## config.mk

```make
export PLATFORM = sky130hd
export DESIGN_NAME = seq_divider
export DESIGN_NICKNAME = d
export VERILOG_FILES = /design/src/rtl/seq_divider_pkg.sv /design/src/rtl/seq_divider_step.sv /design/src/rtl/seq_divider.sv
export SDC_FILE = /design/constraint.sdc
export NUM_CORES = 1
export LEC_CHECK = 0
export BUFFER_PORTS_ARGS = -buffer_cell sky130_fd_sc_hd__buf_2
export CORE_AREA = 5 5 101 103
export CTS_CLUSTER_SIZE = 20
export DETAILED_ROUTE_END_ITERATION = 12
export DIE_AREA = 0 0 106 108
export PLACE_DENSITY_LB_ADDON = 0.1
export SYNTH_ARGS = -nofsm -noshare
export SYNTH_HDL_FRONTEND = slang
export SYNTH_SLANG_ARGS = --single-unit
```

## constraint.sdc

```tcl
create_clock -name clk -period 2.35 [get_ports clk]
set_clock_uncertainty 0.05 [all_clocks]
set_input_delay 0.3525 -clock clk [delete_from_list [all_inputs] [get_ports clk]]
set_output_delay 0.3525 -clock clk [all_outputs]
set_load 0.005 [all_outputs]
```

## src/rtl/seq_divider_pkg.sv

```systemverilog
`default_nettype none
// ============================================================================
// Module      : seq_divider_pkg
// Description : Shared types and helpers for the sequential radix-2 restoring
//               divider family.
//               - div_state_t : controller state encoding (IDLE/BUSY/DONE)
//               - cnt_width() : width of the iteration counter for a given
//                               dividend width
// Revision    : 1.0 - initial release
// ============================================================================
package seq_divider_pkg;

    typedef enum logic [1:0] {
        IDLE = 2'd0,
        BUSY = 2'd1,
        DONE = 2'd2
    } div_state_t;

    // Counter must hold DW-1; never let it collapse to zero width.
    function automatic int unsigned cnt_width(input int unsigned dw);
        int unsigned w;
        w = $clog2(dw);
        return (w < 1) ? 1 : w;
    endfunction

endpackage : seq_divider_pkg
`default_nettype wire

```

## src/rtl/seq_divider_step.sv

```systemverilog
`default_nettype none
// ============================================================================
// Module      : div_step
// Description : One combinational restoring-division step. Shifts the next
//               dividend bit into the partial remainder, trial-subtracts the
//               divisor and keeps the difference when it does not underflow.
// Ports       : prem      [VW-1:0] in  - current partial remainder (< divisor)
//               shift_bit          in  - next dividend bit, MSB first
//               divisor   [VW-1:0] in  - divisor (nonzero in normal use)
//               prem_next [VW:0]   out - next partial remainder
//               qbit               out - quotient bit produced by this step
// Revision    : 1.0 - initial release
// ============================================================================
module div_step #(
    parameter int VW = 16
) (
    input  logic [VW-1:0] prem,
    input  logic          shift_bit,
    input  logic [VW-1:0] divisor,
    output logic [VW:0]   prem_next,
    output logic          qbit
);

    // The remainder entering a step is below the divisor, so the trial value
    // always fits in VW+1 bits.
    logic [VW:0] w_trial;
    logic [VW:0] w_diff;

    assign w_trial   = {prem, shift_bit};
    assign w_diff    = w_trial - {1'b0, divisor};
    assign qbit      = (w_trial >= {1'b0, divisor});
    assign prem_next = qbit ? w_diff : w_trial;

endmodule : div_step
`default_nettype wire

```

## src/rtl/seq_divider.sv

```systemverilog
`default_nettype none
// ============================================================================
// Module      : seq_divider
// Description : Multi-cycle unsigned integer divider, radix-2 restoring, one
//               quotient bit per clock. One operation in flight; results are
//               held until the consumer accepts them. Divide-by-zero returns
//               all-ones quotient, remainder = dividend[VW-1:0], dbz = 1.
// Ports       : clk, rst (sync, active high)
//               in_valid/in_ready   - operand handshake
//               dividend [DW-1:0], divisor [VW-1:0]
//               out_valid/out_ready - result handshake
//               quotient [DW-1:0], remainder [VW-1:0], dbz
// Revision    : 1.0 - initial release
// ============================================================================
module seq_divider
    import seq_divider_pkg::*;
#(
    parameter int DW = 16,
    parameter int VW = 16
) (
    input  logic          clk,
    input  logic          rst,
    input  logic          in_valid,
    output logic          in_ready,
    input  logic [DW-1:0] dividend,
    input  logic [VW-1:0] divisor,
    output logic          out_valid,
    input  logic          out_ready,
    output logic [DW-1:0] quotient,
    output logic [VW-1:0] remainder,
    output logic          dbz
);

    localparam int unsigned CW = cnt_width(DW);
    localparam logic [CW-1:0] c_count_init = CW'(DW - 1);

    div_state_t    r_state;
    logic [CW-1:0] r_count;
    logic [DW-1:0] r_shift;     // dividend bits shifting out, quotient bits in
    logic [VW-1:0] r_divisor;
    logic [VW:0]   r_prem;
    logic [DW-1:0] r_quotient;
    logic [VW-1:0] r_remainder;
    logic          r_dbz;

    logic [VW:0]   w_prem_next;
    logic          w_qbit;
    logic [DW-1:0] w_shift_next;

    div_step #(
        .VW (VW)
    ) u_step (
        .prem      (r_prem[VW-1:0]),
        .shift_bit (r_shift[DW-1]),
        .divisor   (r_divisor),
        .prem_next (w_prem_next),
        .qbit      (w_qbit)
    );

    assign w_shift_next = {r_shift[DW-2:0], w_qbit};

    // Partial remainder stays below the divisor, so its top bit is always
    // zero; it is carried only to keep the register at trial width.
    logic w_unused_msbs;
    assign w_unused_msbs = ^{r_prem[VW], w_prem_next[VW]};

    always_ff @(posedge clk) begin
        if (rst) begin
            r_state     <= IDLE;
            r_count     <= '0;
            r_shift     <= '0;
            r_divisor   <= '0;
            r_prem      <= '0;
            r_quotient  <= '0;
            r_remainder <= '0;
            r_dbz       <= 1'b0;
        end else begin
            case (r_state)
                IDLE: begin
                    if (in_valid) begin
                        r_shift   <= dividend;
                        r_divisor <= divisor;
                        r_prem    <= '0;
                        r_count   <= c_count_init;
                        if (divisor == '0) begin
                            r_quotient  <= '1;
                            r_remainder <= dividend[VW-1:0];
                            r_dbz       <= 1'b1;
                            r_state     <= DONE;
                        end else begin
                            r_dbz   <= 1'b0;
                            r_state <= BUSY;
                        end
                    end
                end
                BUSY: begin
                    r_shift <= w_shift_next;
                    r_prem  <= w_prem_next;
                    if (r_count == '0) begin
                        // Final step: publish the completed result directly so
                        // outputs are valid the same cycle DONE is entered.
                        r_quotient  <= w_shift_next;
                        r_remainder <= w_prem_next[VW-1:0];
                        r_state     <= DONE;
                    end else begin
                        r_count <= r_count - CW'(1);
                    end
                end
                DONE: begin
                    if (out_ready) begin
                        r_state <= IDLE;
                    end
                end
                default: r_state <= IDLE;
            endcase
        end
    end

    assign in_ready  = (r_state == IDLE);
    assign out_valid = (r_state == DONE);
    assign quotient  = r_quotient;
    assign remainder = r_remainder;
    assign dbz       = r_dbz;

endmodule : seq_divider
`default_nettype wire

```

# Yosys cells after proc, flatten, opt, wreduce, memory -nomap -nowiden

Index checks and enable logic that the tools add are counted.

Register bits after elaboration: 87
Bits of input ports: 36
Output and inout bits: 35
Logic and storage cells: 49

Add/sub/neg operators: 2
Magnitude comparators: 1
Equal/unequal tests: 7
Muxes and demuxes: 22
Reductions and logical operators: 9

Operators with widths:

| operator              | number |
|---|---|
| $mux W16              | 9 |
| $pmux W16 S2          | 4 |
| $ge A17 B16 Y1        | 1 |
| $logic_not A16 Y1     | 1 |
| $sub A16 B16 Y16      | 1 |
| $mux W2               | 4 |
| $mux W4               | 2 |
| $pmux W4 S2           | 1 |
| $ne A2 B2 Y1 const B  | 3 |
| $pmux W2 S3           | 1 |
| $reduce_and A3 Y1     | 2 |
| $logic_not A4 Y1      | 1 |
| $ne A2 B1 Y1 const B  | 2 |
| $reduce_and A2 Y1     | 2 |
| $reduce_and A4 Y1     | 1 |
| $sub A4 B1 Y4 const B | 1 |
| $eq A2 B1 Y1 const B  | 1 |
| $eq A2 B2 Y1 const B  | 1 |
| $logic_not A2 Y1      | 1 |
| $reduce_bool A2 Y1    | 1 |
| $mux W1               | 1 |

# Depth between registers and ports, before layout

Gate-level depths: netlist (run 1).

Depth after elaboration: 4
Depth in mapped cells: 11
Mapped depth without buffers: 10

# Hierarchy

A second synthesis (run 1) with hierarchy kept.

Cell total of the unflattened synthesis: 547
Area, all modules: 4619.4 sq um

By module, submodules not included:

| module      | instances | cells each | area an instance (sq um) | seq. area each (sq um) |
|---|---|---|---|---|
| seq_divider | 1         | 410        | 3552.2                   | 1741.7 |
| div_step    | 1         | 137        | 1067.3                   | 0.0 |

# Worst setup path after synthesis (run 1)

No wires, ideal clock.

Kind: register to register
Start: register r_divisor[2]
End: register r_remainder[12], in the netlist remainder[12]
Library setup time: 125 ps
Data arrival time: 2164 ps
Required time: 2175 ps
Path slack: 10 ps
Stages on the path, launching flop included: 10
Path buffers: 0
Period minus slack after synthesis: 2340 ps
Cell sequence: dfxtp_1 > inv_1 > ha_1 > nor2b_1 > o31a_1 > o211a_1 > o211a_1 > or3_1 > a311oi_1 > nor3_1

Longest elaborated chain between the ends: 4
Elaborated cells between the ends (all ways): 5
Classes of those cells: 1 x add/sub; 1 x order compare; 3 x mux

Ends and longest elaborated chain:

| what                                                      | line                                           | text |
|---|---|---|
| from (decl)                                               | seq_divider.sv:40                              | `logic [VW-1:0] r_divisor;` |
| from (signal assigned)                                    | seq_divider.sv:82                              | `r_divisor <= divisor;` |
| $sub A16 B16 Y16 / $ge A17 B16 Y1 (equally long branches) | seq_divider_step.sv:30, seq_divider_step.sv:31 |  |
| $mux W16 (*)                                              | seq_divider_step.sv:32                         | `assign prem_next = qbit ? w_diff : w_trial;` |
| $mux W16 (*)                                              | seq_divider.sv:99                              | `if (r_count == '0) begin` |
| $pmux W16 S2 (*)                                          | seq_divider.sv:78                              | `case (r_state)` |
| to (signal assigned)                                      | seq_divider.sv:87                              | `r_remainder <= dividend[VW-1:0];` |
| to (signal assigned)                                      | seq_divider.sv:103                             | `r_remainder <= w_prem_next[VW-1:0];` |
| to (decl)                                                 | seq_divider.sv:43                              | `logic [VW-1:0] r_remainder;` |

Mark *: on every way between the ends. The rest lies on a longest branch, timed or not. The select of a mux whose other input is x is not followed.
A chain may end at the register's enable or synchronous reset.

# Final worst setup path (run 1)

Start: register r_divisor[0]
End: register r_remainder[12], in the netlist remainder[12]

The elaborated chain is that of the path after synthesis.

==> results of run 1 <==
==> synthesized netlist by cell type (8+ instances only) <==
cell type | count | area [um2]
and3_1 | 11 | 68.82
ha_1 | 17 | 212.7
nand3_1 | 11 | 55.05
clkbuf_1 | 24 | 90.09
buf_2 | 10 | 50.05
dfxtp_1 | 87 | 1742
nor3_1 | 31 | 155.2
a211oi_1 | 25 | 187.7
o21ai_0 | 29 | 145.1
o21a_1 | 8 | 60.06
inv_1 | 23 | 86.33
nand2b_1 | 9 | 56.30
a31oi_1 | 8 | 50.05
a21oi_1 | 55 | 275.3
nor2_1 | 56 | 210.2
nand2_1 | 65 | 244.0
o22ai_1 | 15 | 93.84
==> state kept, by name, indices dropped and copies added, names as in the netlist <==
| signal | cells |
|---|---|
| remainder | 16 |
| r_state | 2 |
| r_divisor | 16 |
| quotient | 16 |
| dbz | 1 |
| r_prem | 16 |
| r_count | 4 |
| r_shift | 16 |
==> final cells by class <==
type	instances	area (um2)
inverters	23	86.33
fillers	760	2750
flip-flops and latches	87	1768
clock buffers	10	137.6
repair buffers	158	1077
well taps	111	138.9
multi-input cells	431	3075
clock inverters	6	75.07
==> final timing paths <==
kind	start	end	slack (ps)	cells after the start
max	r_divisor[0]	remainder[12]	-50	9
max reg2reg	r_divisor[0]	remainder[12]	-50	9
min	divisor[3]	r_divisor[3]	170	3
min reg2reg	r_divisor[14]	r_divisor[14]	410	2
==> worst max-delay path, cell delays in order, from the launching register on <==
cell	delay, ps
dfxtp_2	380
ha_4	150
fa_2	210
nor2b_2	50
o31a_1	310
o211a_1	250
o211a_1	240
or3_4	380
a311oi_2	210
nor3_1	70
==> what timing repair did <==
action	4_1_cts	5_1_grt
hold buffers	0	0
pin swaps	28	35
gates resized for setup	44	75
endpoints found under the setup margin	32	36
cloned	0	2
buffers inserted	2	10
==> per-stage QoR <==
step / util, % / hold WS (ps) / setup TNS (ps) / cell area (um2) / total power [mW]
after global routing: 69.81 / 170.8 / -631.0 / 6359 / 11.92
after global placement: 60.62 / 390.0 / -5540 / 5522 / 7.671
final: 69.81 / 170.0 / -66.61 / 6359 / 11.27
after floorplan: - / 386.3 / 0 / 4597 / 5.556
after detailed placement: 60.62 / 397.7 / -5190 / 5522 / 7.743
after CTS: 65.23 / 168.7 / -37.93 / 5942 / 9.549
==> power by group <==
part	total (mW)	switching, mW	leakage [nW]	internal (mW)
logic	8.16	4.37	1.81	3.79
clock network	1.14	0.602	0.105	0.536
registers	1.98	0.239	0.720	1.74
total	11.3	5.21	2.63	6.06
==> logic make-up after synthesis <==
logic type	share of synthesized area, %
AO/OA/AOI/OAI	28.25
XOR/XNOR	1.143
adder cells (fa/ha/maj)	5.063
buffers and inverters	5.743
flip-flops	37.89
AND/OR/NAND/NOR	21.91
==> routing by layer <==
layer  part of all wire [%]  wire length, um  GRT usage, %  vias to the layer above
met5                      0                0             0                        -
met4                    2.5              377         10.82                        0
met3                    5.4              794         3.881                       30
met2                     48             7147         39.98                      163
met1                     44             6469         32.99                     2298
li1                       -                -             -                     2359
==> metrics.md, run 1 <==
| Metric | Value |
|---|---|
| Status | `finished with violations` |
| Failing checks | `setup timing` |
| Main synth FF type | `dfxtp_1` |
| Largest fanout on the critical path | `3` |
| Drt initial violations | `285` |
| Fin. max-slew vios | `0` |
| Total global-route track usage | `24.77%` |
| Clock Sinks | `87` |
| Num CTS Buffers | `9` |
| Period minus WS final | `2402 ps` |
| Commonest non-fill, non-tap cells in the layout | `buf_4, buf_2, dfxtp_1, nand2_1, nor2_1` |
| Initial core utilization | `50.47%` |
| Finished Layout Cells | `826` |
| Vias in the first global route | `4674` |
| Syn avg cell area | `7.926 um2` |
| Grt total ovfl | `0` |
| Power Density | `1772 mW/mm2` |
| Num rows | `35` |
| Layout cells sized above 1 | `38.60%` |
| Netlist Area Pre-Place | `0.004597 mm2` |
| Yosys warnings | `0` |
| #FFs+latches synth | `87` |
| RSZ-0062 raised after global routing | `yes` |
| Inserted Diodes | `0` |
| DRC | `0` |
| Root Driver | `clkbuf_8` |
| CTS clk-pin slew, worst paths | `90 ps` |
| Required time worst endpoint | `2550 ps` |
| Kind of critical path | `flip-flop to flip-flop` |
| Fmax | `416.3 MHz` |
| CTS tree | `yes` |
| Final hold vios | `0` |
| Ports | `71` |
| Vias | `4850` |
| Horiz. Die Dim | `106 um` |
| Initial antenna violation count | `0` |
| Die height | `108 um` |
| Vias per cell | `5.872` |
| Core area | `0.009109 mm2` |
| Sequential area share after synthesis | `37.89%` |
| Antenna-violating nets left | `0` |
| P_leak | `2.634 nW` |
| Pre-CTS setup slack | `-218.1 ps` |
| Period Utilization, post-route | `102.2%` |
| Pin count of the biggest net entering global routing | `77` |
| Commonest non-fill, non-tap cell in the layout | `buf_4` |
| Dpl hpwl | `10.36 mm` |
| DIE AREA | `0.01145 mm2` |
| Worst hold path type | `input pin to flip-flop` |
| Final setup viols | `2` |
| Number of port buffers | `70` |
| Global-route wire length before repair | `22.85 mm` |
| Total wire length | `14.79 mm` |
| Post-Syn Nets | `634` |
| Synth unique cells | `62` |
| Post-synth EDFFs | `0` |
| Max-cap violations | `0` |
| Setup crit end kind | `flip-flop` |
| Worst-Skew Late Latency | `370 ps` |
| Max_slew headroom | `49.77%` |
| Syn Inst Count | `580` |
| Async S/R FF share, synth | `0%` |
| IR drop worst, VDD | `1.218 mV` |
| Worst Path Arrival | `2610 ps` |
| GPL Wtd Cong | `0.9700` |
| Wire per inst | `17.90 um` |
| Slew of the pin with the lowest slew margin | `753.4 ps` |
| P&R area growth vs syn | `38.32%` |
| Startpoint types | `flip-flop` |
| Worst Setup Slack, final | `-52.33 ps` |
| Placed cells | `796` |
| Nets | `764` |
| TritonRoute pass-1 iters | `4` |
| H-tree Lvls | `3` |
| Clock Path Buffers | `2` |
Power figures use the tool's default switching activity.
==> run 2, diff against run 1 <==
--- a/config.mk
+++ b/config.mk
@@ -5,11 +5,12 @@
 export SDC_FILE = /design/constraint.sdc
 export NUM_CORES = 1
 export LEC_CHECK = 0
+export ABC_AREA = 1
 export BUFFER_PORTS_ARGS = -buffer_cell sky130_fd_sc_hd__buf_2
-export CORE_AREA = 5 5 101 103
+export CORE_AREA = 5 5 104 106
 export CTS_CLUSTER_SIZE = 20
 export DETAILED_ROUTE_END_ITERATION = 12
-export DIE_AREA = 0 0 106 108
+export DIE_AREA = 0 0 109 111
 export PLACE_DENSITY_LB_ADDON = 0.1
 export SYNTH_ARGS = -nofsm -noshare
 export SYNTH_HDL_FRONTEND = slang
==> run 2 against run 1 <==
Compared with the run above:
- the flow now finishes without violations
- first-iteration DRC count shrank 13%
- wire length fell by 10%
- sequential cell count did not move
- critical path depth up 3
- worst hold slack improved by 27 ps
==> metrics.md, run 2 <==
| Metric | Value |
|---|---|
| Number of port buffers | `70 (unchanged)` |
| Initial core utilization | `51.41% (was 50.47%)` |
| Num CTS Buffers | `9 (unchanged)` |
| Core area | `0.009684 mm2 (was 0.009109 mm2)` |
| Uppermost layer routed | `met4 (unchanged)` |
| DRC | `0 (unchanged)` |
| Ports | `71 (unchanged)` |
| Vias | `4952 (was 4850)` |
| Async S/R FF share, synth | `0% (unchanged)` |
| Yosys warnings | `0 (unchanged)` |
| Commonest non-fill, non-tap cell in the layout | `nand2_1 (was buf_4)` |
| Top cell type's share of synthesized area | `34.98% (was 37.89%)` |
| Fmax | `453.9 MHz (was 416.3 MHz)` |
| CTS tree | `yes (unchanged)` |
| Met2 wire length | `6.401 mm (was 7.147 mm)` |
| Main synth FF type | `dfxtp_1 (unchanged)` |
| Worst R2R End | `quotient[0] (was remainder[12])` |
| Largest fanout on the critical path | `7 (was 3)` |
| Total global-route track usage | `22.76% (was 24.77%)` |
| Period minus WS final | `2203 ps (was 2402 ps)` |
| RR Startpoint | `r_prem[8] (was r_divisor[0])` |
| Grt total ovfl | `0 (unchanged)` |
| Clock Path Buffers | `2 (unchanged)` |
| Most frequent cell after synthesis | `nand2_1 (was dfxtp_1)` |
| Antenna-violating nets left | `0 (unchanged)` |
| Worst Path Arrival | `2420 ps (was 2610 ps)` |
| Final setup viols | `0 (was 2)` |
| Required time worst endpoint | `2570 ps (was 2550 ps)` |
| Dpl hpwl | `10.12 mm (was 10.36 mm)` |
| P_leak | `3.043 nW (was 2.634 nW)` |
| Post-Syn Nets | `803 (was 634)` |
| Setup TNS Final | `0 ps (was -66.61 ps)` |
| Commonest non-fill, non-tap cells in the layout | `nand2_1, inv_1, nor2_1, dfxtp_1, buf_2 (was buf_4, buf_2, dfxtp_1, nand2_1, nor2_1)` |
| Hold Crit Depth | `4 (was 3)` |
| Worst hold path type | `input pin to flip-flop (unchanged)` |
| Kind of critical path | `flip-flop to flip-flop (unchanged)` |
| Wire per inst | `13.94 um (was 17.90 um)` |
| Worst-Skew Late Latency | `360 ps (was 370 ps)` |
| P&R area growth vs syn | `13.92% (was 38.32%)` |
| Period Utilization, post-route | `93.75% (was 102.2%)` |
| HP Start | `out_ready (was divisor[3])` |
| Num rows | `36 (was 35)` |
| Sequential area share after synthesis | `34.98% (was 37.89%)` |
| H-tree Lvls | `3 (unchanged)` |
| RSZ-0062 raised after global routing | `yes (unchanged)` |
| Register-to-Register Setup Slack | `150 ps (was -50 ps)` |
| Layout cells sized above 1 | `15.53% (was 38.60%)` |
| WP buf/inv | `4 (was 0)` |
| Final hold vios | `0 (unchanged)` |
| Synth unique cells | `40 (was 62)` |
| GPL Wtd Cong | `0.9436 (was 0.9700)` |
| Cell taking the most area after synthesis | `dfxtp_1 (unchanged)` |
| Max_slew headroom | `70.12% (was 49.77%)` |
| Max-cap violations | `0 (unchanged)` |
| Power Density | `781.0 mW/mm2 (was 1772 mW/mm2)` |
| Post-synth EDFFs | `0 (unchanged)` |
| Setup crit end kind | `flip-flop (unchanged)` |
| Status | `complete, no violations (was finished with violations)` |
| Post-Layout Inst Area | `0.005672 mm2 (was 0.006359 mm2)` |
| Hold path endpoint | `r_state[1] (was r_divisor[3])` |
| Fillcell total | `974 (was 760)` |
| Clock Sinks | `87 (unchanged)` |
| Netlist Area Pre-Place | `0.004979 mm2 (was 0.004597 mm2)` |
| TritonRoute pass-1 iters | `5 (was 4)` |
| Syn Inst Count | `749 (was 580)` |
| M1 wire length | `5.795 mm (was 6.469 mm)` |
| Nets | `869 (was 764)` |
| Final core occ | `58.57% (was 69.81%)` |
| Horiz. Die Dim | `109 um (was 106 um)` |
| CTS clk-pin slew, worst paths | `90 ps (about the same)` |
| CP peak stage delay | `420 ps (was 380 ps)` |
| Post-DP Area | `0.005411 mm2 (was 0.005522 mm2)` |
| Crit path cell chain | `ha_1 -> nand2_1 -> inv_1 -> nand2_1 -> inv_1 -> nand2_1 -> nor3_4 -> nor2_4 -> buf_4 -> nand3_1 -> o21ai_0 -> inv_1 (was ha_4 -> fa_2 -> nor2b_2 -> o31a_1 -> o211a_1 -> o211a_1 -> or3_4 -> a311oi_2 -> nor3_1)` |
| Vias in the first global route | `4671 (was 4674)` |
| Synth top cells by count | `nand2_1, inv_1, nor2_1 (was dfxtp_1, nand2_1, nor2_1)` |
| Drt initial violations | `249 (was 285)` |
| Startpoint types | `flip-flop (unchanged)` |
| #FFs+latches synth | `87 (unchanged)` |
| Slew of the pin with the lowest slew margin | `448.3 ps (was 753.4 ps)` |
| Syn avg cell area | `6.647 um2 (was 7.926 um2)` |
| Pin count of the biggest net entering global routing | `65 (was 77)` |
| Worst path slowest cell | `dfxtp_1 (was dfxtp_2)` |
| CP top delay family | `simple AND/OR/NAND/NOR gates (was compound AO/OA/AOI/OAI gates)` |
| DIE AREA | `0.01210 mm2 (was 0.01145 mm2)` |
| Root Driver | `clkbuf_8 (unchanged)` |
| Initial antenna violation count | `0 (unchanged)` |
| Die height | `111 um (was 108 um)` |
| Synth area leaders | `dfxtp_1, nand2_1, inv_1 (was dfxtp_1, a21oi_1, nand2_1)` |
| Worst Reg-to-Reg Cells | `12 (was 9)` |
| Inserted Diodes | `0 (unchanged)` |
| Global-route wire length before repair | `22.02 mm (was 22.85 mm)` |
| Vias per cell | `5.207 (was 5.872)` |
| Total wire length | `13.26 mm (was 14.79 mm)` |
| WL met3 | `691 um (was 794 um)` |
| Fin. max-slew vios | `0 (unchanged)` |
| IR drop worst, VDD | `0.4197 mV (was 1.218 mV)` |
run 2: cell types whose count changed after synthesis, sizes merged, moves of 14 or more:
cell / change
inv: +120
nand2: +88
nand3: +55
nor2: +43
nor3: -29
a211oi: -25
nand4: +20
o22ai: -15
a21oi: -14
run 2: cells by family (layout without fill, tap and decap cells):
logic type	after synthesis	count (layout)	share of synthesized area (%)
simple gates	348	349	31.36
compound gates	112	112	13.29
fa+ha+maj	18	18	4.674
xor+xnor	7	7	1.231
flops	87	87	34.98
buf+inv	177	245	14.45
run 2: power by group:
| part | total, mW | switching [mW] | internal [mW] |
|---|---|---|---|
| Sequential | 1.74 | 0.0961 | 1.64 |
| Clock | 1.06 | 0.524 | 0.538 |
| Combinational | 1.63 | 1.07 | 0.559 |
| Total | 4.43 | 1.69 | 2.74 |
run 2: metal layers:
layer	vias up	GRT usage, %
met4	0	9.091
met2	156	37.55
met3	32	3.786
li1	2507	-
met5	-	0
met1	2257	29.18
run 2: stage by stage:
step / power, mW / worst slack (ps) / instances / hold WS (ps)
after detailed placement: 3.334 / 154.4 / 930 / 410.2
after global placement: 3.308 / 184.9 / 930 / 400.5
after CTS: 4.402 / 139.9 / 944 / 182.3
after global routing: 4.747 / -38.96 / 951 / 230.9
final: 4.430 / 146.9 / 951 / 197.3
after floorplan: 2.938 / 485.8 / 749 / 385.3
run 2: repair_timing:
| action | 4_1_cts | 5_1_grt |
|---|---|---|
| buffers inserted | 0 | 6 |
| gates resized for setup | 0 | 1 |
| endpoints found under the hold margin | 0 | 0 |
| setup endpoints to repair | 0 | 29 |
| hold buffers | 0 | 0 |
run 2: how the worst max path moves through the flow:
stage | endpoint | slack, ps | start | cells after the start
after global placement | remainder[13] | 180 | r_divisor[14] | 11
after CTS | remainder[13] | 140 | r_divisor[14] | 11
after floorplan | remainder[2] | 490 | r_divisor[12] | 15
final | quotient[0] | 150 | r_prem[8] | 12
after detailed placement | remainder[13] | 150 | r_divisor[14] | 11
after global routing | remainder[13] | -40 | r_divisor[9] | 14
run 2: worst reg2reg max path, delay by kind of cell, from the launching register on:
kind,cells,cell delay (ps)
and+or+nand+nor,6,760
DFF,1,420
buffers and inverters,4,370
adders and majority gates,1,330
AOI/OAI and AO/OA,1,180
run 2: cell type report:
cell class	instances	area [um2]	area share (%)
multi-input combinational	486	2537	44.74
tap	133	166.4	2.934
timing repair buffer	87	490.5	8.648
inverter	144	540.5	9.530
sequential	87	1742	30.71
clock buffer	11	151.4	2.669
clock inverter	3	43.79	0.7721
